===== src/rtl/uart_regs_pkg.sv =====
// Shared register map for registro_fifo_uart: addresses, STATUS bit positions and layout.
package uart_regs_pkg;

  localparam logic [1:0] ADDR_STATUS = 2'd0;
  localparam logic [1:0] ADDR_TXDATA = 2'd1;
  localparam logic [1:0] ADDR_RXDATA = 2'd2;
  localparam logic [1:0] ADDR_IRQEN  = 2'd3;

  localparam int ST_TX_EMPTY = 0;
  localparam int ST_TX_FULL  = 1;
  localparam int ST_RX_EMPTY = 2;
  localparam int ST_RX_FULL  = 3;
  localparam int ST_TX_OVF   = 4;
  localparam int ST_RX_OVR   = 5;

  typedef struct packed {
    logic [11:0] rsv_hi;
    logic [3:0]  rx_count;
    logic [3:0]  rsv_mid;
    logic [3:0]  tx_count;
    logic [1:0]  rsv_lo;
    logic        rx_ovr;
    logic        tx_ovf;
    logic        rx_full;
    logic        rx_empty;
    logic        tx_full;
    logic        tx_empty;
  } status_t;

endpackage


===== src/rtl/fifo_sync.sv =====
// Synchronous FIFO with first-word fall-through head; pushes to a full FIFO are dropped.
module fifo_sync #(
  parameter int DATA_W = 8,
  parameter int DEPTH  = 8
) (
  input  logic                       clk_i,
  input  logic                       rst_i,
  input  logic                       push,
  input  logic                       pop,
  input  logic [DATA_W-1:0]          wdata,
  output logic [DATA_W-1:0]          rdata,
  output logic                       empty,
  output logic                       full,
  output logic [$clog2(DEPTH):0]     count
);

  localparam int AW = $clog2(DEPTH);
  localparam int CW = AW + 1;

  logic [DATA_W-1:0] mem [DEPTH];
  logic [AW-1:0]     wptr;
  logic [AW-1:0]     rptr;
  logic              do_push;
  logic              do_pop;

  // Full/empty are judged on the count at the start of the cycle.
  assign empty   = (count == CW'(0));
  assign full    = (count == CW'(DEPTH));
  assign do_push = push && !full;
  assign do_pop  = pop && !empty;
  assign rdata   = empty ? DATA_W'(0) : mem[rptr];

  // Storage array
  always_ff @(posedge clk_i) begin
    if (do_push) begin
      mem[wptr] <= wdata;
    end
  end

  // Pointers and occupancy
  always_ff @(posedge clk_i) begin
    if (rst_i) begin
      wptr  <= '0;
      rptr  <= '0;
      count <= '0;
    end else begin
      if (do_push) wptr <= wptr + AW'(1);
      if (do_pop)  rptr <= rptr + AW'(1);
      case ({do_push, do_pop})
        2'b10:   count <= count + CW'(1);
        2'b01:   count <= count - CW'(1);
        default: count <= count;
      endcase
    end
  end

endmodule


===== src/rtl/registro_fifo_uart.sv =====
// UART register block: TX/RX FIFOs, STATUS with sticky W1C errors, IRQEN.
// Optional interrupt output enabled by defining UART_IRQ_EN.
module registro_fifo_uart
  import uart_regs_pkg::*;
#(
  parameter int DATA_W = 8,
  parameter int DEPTH  = 8
) (
  input  logic              clk_i,
  input  logic              rst_i,
  input  logic [1:0]        addr_i,
  input  logic              we_i,
  input  logic              re_i,
  input  logic [31:0]       wdata_i,
  output logic [31:0]       rdata_o,
  output logic [DATA_W-1:0] tx_data_o,
  output logic              tx_valid_o,
  input  logic              tx_ready_i,
  input  logic [DATA_W-1:0] rx_data_i,
  input  logic              rx_valid_i
`ifdef UART_IRQ_EN
  ,
  output logic              irq_o
`endif
);

  localparam int CW = $clog2(DEPTH) + 1;

  logic              tx_push, tx_pop, tx_empty, tx_full;
  logic              rx_pop, rx_empty, rx_full;
  logic [CW-1:0]     tx_count, rx_count;
  logic [DATA_W-1:0] rx_head;
  logic              rd;
  logic              tx_ovf, rx_ovr;
  logic [3:0]        irqen;
  status_t           status;
  logic [31:0]       rmux;

  // A write in the same cycle as a read wins; the read is dropped.
  assign rd         = re_i && !we_i;
  assign tx_push    = we_i && (addr_i == ADDR_TXDATA);
  assign tx_pop     = !tx_empty && tx_ready_i;
  assign rx_pop     = rd && (addr_i == ADDR_RXDATA);
  assign tx_valid_o = !tx_empty;

  fifo_sync #(.DATA_W(DATA_W), .DEPTH(DEPTH)) u_tx_fifo (
    .clk_i(clk_i), .rst_i(rst_i), .push(tx_push), .pop(tx_pop),
    .wdata(wdata_i[DATA_W-1:0]), .rdata(tx_data_o),
    .empty(tx_empty), .full(tx_full), .count(tx_count)
  );

  fifo_sync #(.DATA_W(DATA_W), .DEPTH(DEPTH)) u_rx_fifo (
    .clk_i(clk_i), .rst_i(rst_i), .push(rx_valid_i), .pop(rx_pop),
    .wdata(rx_data_i), .rdata(rx_head),
    .empty(rx_empty), .full(rx_full), .count(rx_count)
  );

  // STATUS view of the pre-edge state
  always_comb begin
    status          = '0;
    status.tx_empty = tx_empty;
    status.tx_full  = tx_full;
    status.rx_empty = rx_empty;
    status.rx_full  = rx_full;
    status.tx_ovf   = tx_ovf;
    status.rx_ovr   = rx_ovr;
    status.tx_count = 4'(tx_count);
    status.rx_count = 4'(rx_count);
  end

  // Sticky error flags (a new overflow beats a same-cycle clear) and IRQEN
  always_ff @(posedge clk_i) begin
    if (rst_i) begin
      tx_ovf <= 1'b0;
      rx_ovr <= 1'b0;
      irqen  <= 4'd0;
    end else begin
      tx_ovf <= (tx_push && tx_full) ||
                (tx_ovf && !(we_i && addr_i == ADDR_STATUS && wdata_i[ST_TX_OVF]));
      rx_ovr <= (rx_valid_i && rx_full) ||
                (rx_ovr && !(we_i && addr_i == ADDR_STATUS && wdata_i[ST_RX_OVR]));
      if (we_i && addr_i == ADDR_IRQEN) begin
        irqen <= wdata_i[3:0];
      end
    end
  end

  // Read data multiplexer
  always_comb begin
    rmux = 32'd0;
    case (addr_i)
      ADDR_STATUS: rmux = status;
      ADDR_TXDATA: rmux = 32'd0;
      ADDR_RXDATA: rmux = 32'(rx_head);
      ADDR_IRQEN:  rmux = {28'd0, irqen};
      default:     rmux = 32'd0;
    endcase
  end

  // Registered read data, held until the next accepted read
  always_ff @(posedge clk_i) begin
    if (rst_i) begin
      rdata_o <= 32'd0;
    end else if (rd) begin
      rdata_o <= rmux;
    end
  end

`ifdef UART_IRQ_EN
  // Registered interrupt
  always_ff @(posedge clk_i) begin
    if (rst_i) begin
      irq_o <= 1'b0;
    end else begin
      irq_o <= (irqen[0] && tx_empty) || (irqen[1] && !rx_empty) ||
               (irqen[2] && tx_ovf)   || (irqen[3] && rx_ovr);
    end
  end
`endif

endmodule


===== config.mk =====
export PLATFORM = sky130hd
export DESIGN_NAME = registro_fifo_uart
export DESIGN_NICKNAME = d
export VERILOG_FILES = /design/src/rtl/uart_regs_pkg.sv /design/src/rtl/fifo_sync.sv /design/src/rtl/registro_fifo_uart.sv
export SDC_FILE = /design/constraint.sdc
export NUM_CORES = 1
export LEC_CHECK = 0
export BUFFER_PORTS_ARGS = -buffer_cell sky130_fd_sc_hd__buf_2
export CAP_MARGIN = 20
export CELL_PAD_IN_SITES_DETAIL_PLACEMENT = 1
export CELL_PAD_IN_SITES_GLOBAL_PLACEMENT = 1
export CORE_MARGIN = 4
export CORE_UTILIZATION = 48
export CTS_CLUSTER_DIAMETER = 120
export DETAILED_ROUTE_END_ITERATION = 10
export GPL_TIMING_DRIVEN = 0
export PLACE_DENSITY_LB_ADDON = 0.1
export RECOVER_POWER = 100
export SYNTH_ARGS = -nofsm -noshare
export SYNTH_HDL_FRONTEND = slang
export SYNTH_HIERARCHICAL = 1
export SYNTH_SLANG_ARGS = --single-unit

===== constraint.sdc =====
create_clock -name clk_i -period 3.5 [get_ports clk_i]
set_clock_uncertainty 0.05 [all_clocks]
set_input_delay 0.35 -clock clk_i [delete_from_list [all_inputs] [get_ports clk_i]]
set_output_delay 0.35 -clock clk_i [all_outputs]
set_load 0.02 [all_outputs]

==> flow_summary.yaml, run 1 <==
drt:
  detailedRoute.firstPassIterationCount: 4
  wl_mm: 15.1
  route.detailed.wl_per_inst_um: 20.2
  routed_vias_inst: 5.43
  num_vias: 4076
  remaining_antenna_violation_count: 0
  drt_iter0_drc: 236
  drc_errors: 0
synthesis:
  library_cells_used_by_synthesis: 45
  syn_inst: 470
  post-synth-top-area-cell: "edfxtp_1"
  async_reset_ff_share_pct: 0
  synth_top_area_share_pct: 52.3
  yosysSeqAreaShare_pct: 65.4
  synth_warn: 6
  netlist_area_um2: 7350
  ys_ff_latch: 176
  yosys-top-cells-area: "edfxtp_1 52%, dfxtp_1 13%, mux4_2 9.2%"
  synth-edff-count: 128
  ys_dominant_reg_cell: "edfxtp_1"
  synthesis.area_per_instance_um2: 15.6
global_routing:
  first_global_vias: 4408
  global_route.usage.total_pct: 18.2
  grt_antenna_before_repair: 0
  globalRoute.totalOverflow: 0
  maximum_number_of_pins_on_one_net_before_global_route_repair: 17
  grt_pass1_wl_mm: 24.4
worst_setup_path:
  setup.reg_to_reg.worst_slack_ns: 0.51
  timing.critical_path.required_ns: 3.77
  worstSetupStartpointType: "flop"
  worst-path-max-fanout: 12
  cp_startpoint: "u_tx_fifo/count[0]"
  endpoint_arrival_time_on_the_critical_path_ns: 3.26
  crit_type: "reg -> reg"
  rr_startpoint: "u_tx_fifo/count[0]"
  end_kind: "flop"
clock_network:
  tritoncts.num_buffers: 17
  cts_tree: "built"
  htree_num_levels: 4
  post_cts_resized: 0
  ctsHoldBuffers: 0
  clockBufferDepth: 2
  cts.root.buffer_cell: "clkbuf_16"
  postCtsSetupRepairBufs: 0
  cts.reportedPaths.clkPinSlew_ns: 0.06
  worst_skew_pair.late_latency_ns: 0.42
  cts_num_sinks: 176
power:
  clock_power_share_pct: 43.2
  max-vdd-ir-drop_mv: 0.370
  switching_power_w: 0.000983
  combPwrFrac_pct: 5.8
  power.leakage_nw: 2.85
  swShare_pct: 21.9
  seq_power_share_pct: 51.1
  internal_power_w: 0.00350
  power.total_w: 0.00448
  power.density_cell_area_nw_per_um2: 535
timing:
  timing_worst_slew_pin_value_ns: 1.68
  rsz0062_at_grt: "no"
  timing.max_slew.rel_slack_pct: -13.4
  slew_violations: 10
  final-hold-violation-count: 0
  setup_violations: 0
  setup_total_negative_slack_ns: 0
  layout_min_cycle_time_ns: 2.99
  final_min_period_over_clock_period_pct: 85.4
  max_clock_freq_ghz: 0.334
die:
  num_rows: 44
  start_util_pct: 49.8
  die_h_um: 132
  fp.dieW_um: 132
  die-area_um2: 17300
  placeableCoreArea_um2: 14800
  design.portCount: 89
placed_design:
  io_buffers: 45
  dp_hpwl_mm: 10.7
  gp_routability_congestion: 0.725
min_path:
  hold_path_startpoint: "addr_i[0]"
  worstHoldPathType: "in -> reg"
finish:
  layout-area-overhead-vs-synth_pct: 14.1
  diodes: 0
  area_used_by_multi_input_combinational_logic_um2: 2240
  seqCellArea_um2: 4800
  drive_above_1_share_pct: 20.0
  nets: 611
  final.fill_count: 1434
outcome:
  failing_checks: "max-capacitance violations, max-slew violations"
  status: "complete, but fails checks"
job:
  cap_violations: 1
## power by group through the flow
stage	Sequential, W	Clock [W]	Combinational, W
after floorplan	0.00233	0	0.000178
after global placement	0.00233	0	0.000261
after detailed placement	0.00234	0	0.000271
after CTS	0.00229	0.00198	0.000274
after global routing	0.00229	0.00209	0.000286
final	0.00229	0.00194	0.000258
## metal layers
| metal | global-route usage [%] | share of wire, % | vias up |
|---|---|---|---|
| met1 | 21.9 | 42 | 2072 |
| met2 | 32.7 | 54 | 74 |
| met5 | 0 | 0 | - |
| met3 | 4.24 | 3.8 | 12 |
| met4 | 5.60 | 0.83 | 0 |
| li1 | - | - | 1918 |
## registers in the layout, indices dropped and copies added, names as in the netlist, named ones only
register,flops
irqen,4
rdata_o,16
rx_ovr,1
tx_ovf,1
u_rx_fifo/count,4
u_rx_fifo/mem,64
u_rx_fifo/rptr,3
u_rx_fifo/wptr,3
u_tx_fifo/count,4
u_tx_fifo/mem,64
u_tx_fifo/rptr,3
u_tx_fifo/wptr,3
## critical path: stages (launching register included)
cell	delay, ns
dfxtp_1	0.39
nor4_1	0.48
buf_4	0.31
nor2b_1	0.09
nor2b_1	0.20
ha_1	0.42
or3_1	0.40
o32ai_1	0.17
mux2_2	0.37
## cell type report
type                    instances  area share, %
clock inverters                14           2.15
flip-flops and latches        176           57.3
multi-input cells             267           26.7
plain buffers                  38           3.48
clock buffers                  18           5.12
well taps                     184           2.75
repair buffers                 49           2.28
inverters                       4          0.179
## cell usage after synthesis (2+ instances only)
library cell / n
ha_1: 10
o21ai_0: 3
clkbuf_8: 2
buf_4: 18
buf_2: 10
a21oi_2: 4
a31oi_1: 2
nor4_1: 2
xnor2_1: 2
buf_12: 2
nor2b_1: 12
a21oi_1: 9
o32ai_1: 2
or3_1: 4
a22oi_1: 10
a311oi_1: 4
nor3_1: 4
nor2_1: 62
mux2_2: 7
mux4_1: 2
clkbuf_1: 2
or2_4: 2
nand2b_1: 5
nand2_1: 10
nand3b_1: 4
buf_6: 4
mux2i_1: 24
mux4_2: 30
edfxtp_1: 128
nand3_2: 2
dfxtp_1: 48
nand2_2: 4
nand2_4: 2
nand3_1: 10
inv_1: 4
xor2_1: 10
or4b_4: 2
## cell usage in the layout, fill, tap and decap left out, types with 3 or more instances in the layout
| master | synthesis | final |
|---|---|---|
| or3_1 | 4 | 4 |
| a311oi_1 | 4 | 4 |
| clkbuf_16 | 0 | 17 |
| mux4_2 | 30 | 30 |
| buf_6 | 4 | 3 |
| conb_1 | 1 | 16 |
| nor3_1 | 4 | 4 |
| ha_1 | 10 | 10 |
| buf_4 | 18 | 18 |
| bufinv_16 | 0 | 3 |
| buf_2 | 10 | 11 |
| inv_6 | 0 | 3 |
| edfxtp_1 | 128 | 128 |
| nand3b_1 | 4 | 4 |
| nand2_2 | 4 | 3 |
| a21oi_1 | 9 | 9 |
| nor2b_1 | 12 | 12 |
| nor2_1 | 62 | 62 |
| mux2_2 | 7 | 6 |
| nand2_1 | 10 | 12 |
| inv_1 | 4 | 4 |
| dfxtp_1 | 48 | 48 |
| clkbuf_1 | 2 | 52 |
| xor2_1 | 10 | 10 |
| mux2i_1 | 24 | 24 |
| nand3_1 | 10 | 10 |
| o21ai_0 | 3 | 4 |
| nand2b_1 | 5 | 5 |
| a22oi_1 | 10 | 10 |
| a21oi_2 | 4 | 4 |
## final timing paths
path                        end  cells past startpoint
max          u_tx_fifo/count[3]                      8
min reg2reg              rx_ovr                      2
min                      tx_ovf                      3
max reg2reg  u_tx_fifo/count[3]                      8
## through the flow
step / hold slack, ns / cell area, µm² / cells / utilization (%) / setup slack [ns]
floorplan: 0.372 / 7400 / 485 / - / 0.829
global route: 0.201 / 8380 / 750 / 56.8 / 0.262
detailed placement: 0.421 / 7880 / 718 / 53.4 / 0.518
finish: 0.186 / 8380 / 750 / 56.8 / 0.510
CTS: 0.125 / 8490 / 750 / 57.5 / 0.546
global placement: 0.411 / 7860 / 714 / 53.3 / 0.270
## cells by family after synthesis
kind of cell | share of synthesized area, %
flops | 65.4
fa+ha+maj | 1.70
other cells | 0.0510
buf+inv | 4.36
compound gates | 3.54
simple gates | 9.25
mux | 14.3
xor+xnor | 1.43
Note: power is estimated with default switching activity, not from simulation.
==> inputs of run 2 (changes only) <==
--- a/config.mk
+++ b/config.mk
@@ -5,7 +5,7 @@
 export SDC_FILE = /design/constraint.sdc
 export NUM_CORES = 1
 export LEC_CHECK = 0
-export BUFFER_PORTS_ARGS = -buffer_cell sky130_fd_sc_hd__buf_2
+export BUFFER_PORTS_ARGS = -buffer_cell sky130_fd_sc_hd__clkbuf_2
 export CAP_MARGIN = 20
 export CELL_PAD_IN_SITES_DETAIL_PLACEMENT = 1
 export CELL_PAD_IN_SITES_GLOBAL_PLACEMENT = 1
==> run 2 against run 1 <==
- global-route usage is 0.11 points lower
- critical path depth decreased by 2
- clock power shrank 9%
- the flow still finishes with violations (max-capacitance violations, max-slew violations)
==> flow_summary.yaml, run 2 (same netlist as run 1, synthesis figures left out) <==
outcome:
  status: "complete, but fails checks"
  failing_checks: "max-capacitance violations, max-slew violations"
power:
  internal_power_w: 0.00335
  combPwrFrac_pct: 5.9
  clock_power_share_pct: 41.0
  swShare_pct: 22.5
  seq_power_share_pct: 53.0
  power.density_cell_area_nw_per_um2: 519
  max-vdd-ir-drop_mv: 0.430
  power.total_w: 0.00432
  switching_power_w: 0.000970
  power.leakage_nw: 2.82
timing:
  max_clock_freq_ghz: 0.330
  rsz0062_at_grt: "no"
  timing.max_slew.rel_slack_pct: -11.2
  setup_violations: 0
  final_min_period_over_clock_period_pct: 86.5
  layout_min_cycle_time_ns: 3.03
  setup_total_negative_slack_ns: 0
  timing_worst_slew_pin_value_ns: 1.64
  final-hold-violation-count: 0
  final.hold.worst_slack_ns: 0.179
  slew_violations: 10
clock_network:
  cts_tree: "built"
  cts.root.buffer_cell: "clkbuf_16"
  cts.reportedPaths.clkPinSlew_ns: 0.07
  worst_skew_pair.late_latency_ns: 0.42
  cts_num_sinks: 176
  post_cts_resized: 0
  clockBufferDepth: 2
  postCtsSetupRepairBufs: 0
  ctsHoldBuffers: 0
  tritoncts.num_buffers: 17
  htree_num_levels: 4
die:
  design.portCount: 89
  fp.dieW_um: 132
  die_h_um: 132
  placeableCoreArea_um2: 14800
  start_util_pct: 49.8
  die-area_um2: 17300
  num_rows: 44
drt:
  remaining_antenna_violation_count: 0
  detailedRoute.firstPassIterationCount: 4
  routed_vias_inst: 5.40
  route.detailed.wl_per_inst_um: 20.0
  wl_mm: 15.0
  num_vias: 4053
  drc_errors: 0
  drt_iter0_drc: 225
finish:
  fin_area_um2: 8320
  most-common-layout-cells: "128 x edfxtp_1, 62 x nor2_1, 50 x clkbuf_1, 48 x dfxtp_1, 30 x mux4_2"
  drive_above_1_share_pct: 20.3
  final.fill_count: 1433
  diodes: 0
  nets: 611
  top_registers: "u_rx_fifo/mem: 64 flops, u_tx_fifo/mem: 64 flops, rdata_o: 16 flops"
  layout.cells.most_common: "edfxtp_1"
  final_core_util_pct: 56.4
  layout-area-overhead-vs-synth_pct: 13.3
placed_design:
  gp_routability_congestion: 0.732
  io_buffers: 45
  dp_hpwl_mm: 10.6
  post_dp_cell_area_um2: 7880
global_routing:
  globalRoute.totalOverflow: 0
  grt_pass1_wl_mm: 24.2
  global_route.usage.total_pct: 18.1
  maximum_number_of_pins_on_one_net_before_global_route_repair: 17
  first_global_vias: 4359
  grt_antenna_before_repair: 0
worst_setup_path:
  worstSetupStartpointType: "flop"
  critical-path-max-stage-delay_ns: 0.57
  endpoint_arrival_time_on_the_critical_path_ns: 2.63
  worst-path-max-fanout: 10
  critPathSlowestCell: "mux4_2"
  worst_path_most_repeated_cell: "clkbuf_1"
  crit_type: "reg -> out"
  end_kind: "output port"
  timing.critical_path.required_ns: 3.10
  path_cells: "clkbuf_1, clkbuf_2, mux4_2, mux2i_1, nor2_1, clkbuf_1"
job:
  cap_violations: 1
min_path:
  worstHoldPathType: "in -> reg"
## run 2: cell count changes in the layout (fill, tap and decap cells not counted), moves of 2 or more
cell / previous run / this run
clkinvlp_4: 2 / 4
buf_2: 11 / 7
clkinv_4: 2 / 4
clkbuf_1: 52 / 50
bufinv_16: 3 / 1
inv_6: 3 / 1
clkbuf_2: 0 / 7
## run 2: worst paths after layout
check / start / end / slack [ns] / depth (start not counted)
max reg2reg: u_tx_fifo/count[0] / u_tx_fifo/count[3] / 0.52 / 8
min reg2reg: rdata_o[5] / rdata_o[5] / 0.42 / 2
max: flop / tx_data_o[5] / 0.47 / 6
min: addr_i[0] / tx_ovf / 0.18 / 3
## run 2: cell type report
| type | count | area, µm² | area share (%) |
|---|---|---|---|
| Clock buffer | 17 | 425 | 5.11 |
| Clock inverter | 15 | 139 | 1.67 |
| Inverter | 4 | 15.0 | 0.180 |
| Buffer | 38 | 275 | 3.31 |
| Timing Repair Buffer | 49 | 191 | 2.30 |
| Sequential cell | 176 | 4800 | 57.8 |
| Tap cell | 184 | 230 | 2.77 |
| Multi-Input combinational cell | 267 | 2240 | 26.9 |
## run 2: critical path, delay by kind of cell (launching register included)
kind,cells,cell delay [ns]
flops,1,0.32
simple gates,1,0.06
mux,2,0.72
buf+inv,3,1.11
## run 2: power groups by stage
stage | sequential [W] | combinational [W] | clock, W
floorplan | 0.00233 | 0.000178 | 0
global placement | 0.00233 | 0.000260 | 0
detailed placement | 0.00234 | 0.000272 | 0
CTS | 0.00229 | 0.000274 | 0.00183
global route | 0.00229 | 0.000285 | 0.00193
finish | 0.00229 | 0.000255 | 0.00177
## run 2: routing by layer
layer	up-vias	part of all wire [%]	global-route usage (%)
li1	1924	-	-
met1	2044	43	22.7
met2	72	52	31.3
met3	13	3.5	4.59
met4	0	0.89	5.19
met5	-	0	0
## run 2: metrics by stage
step,setup WS [ns],cells
2_1_floorplan,0.829,485
3_3_place_gp,0.272,714
3_5_place_dp,0.459,718
4_1_cts,0.552,750
5_1_grt,0.239,750
6_report,0.474,750
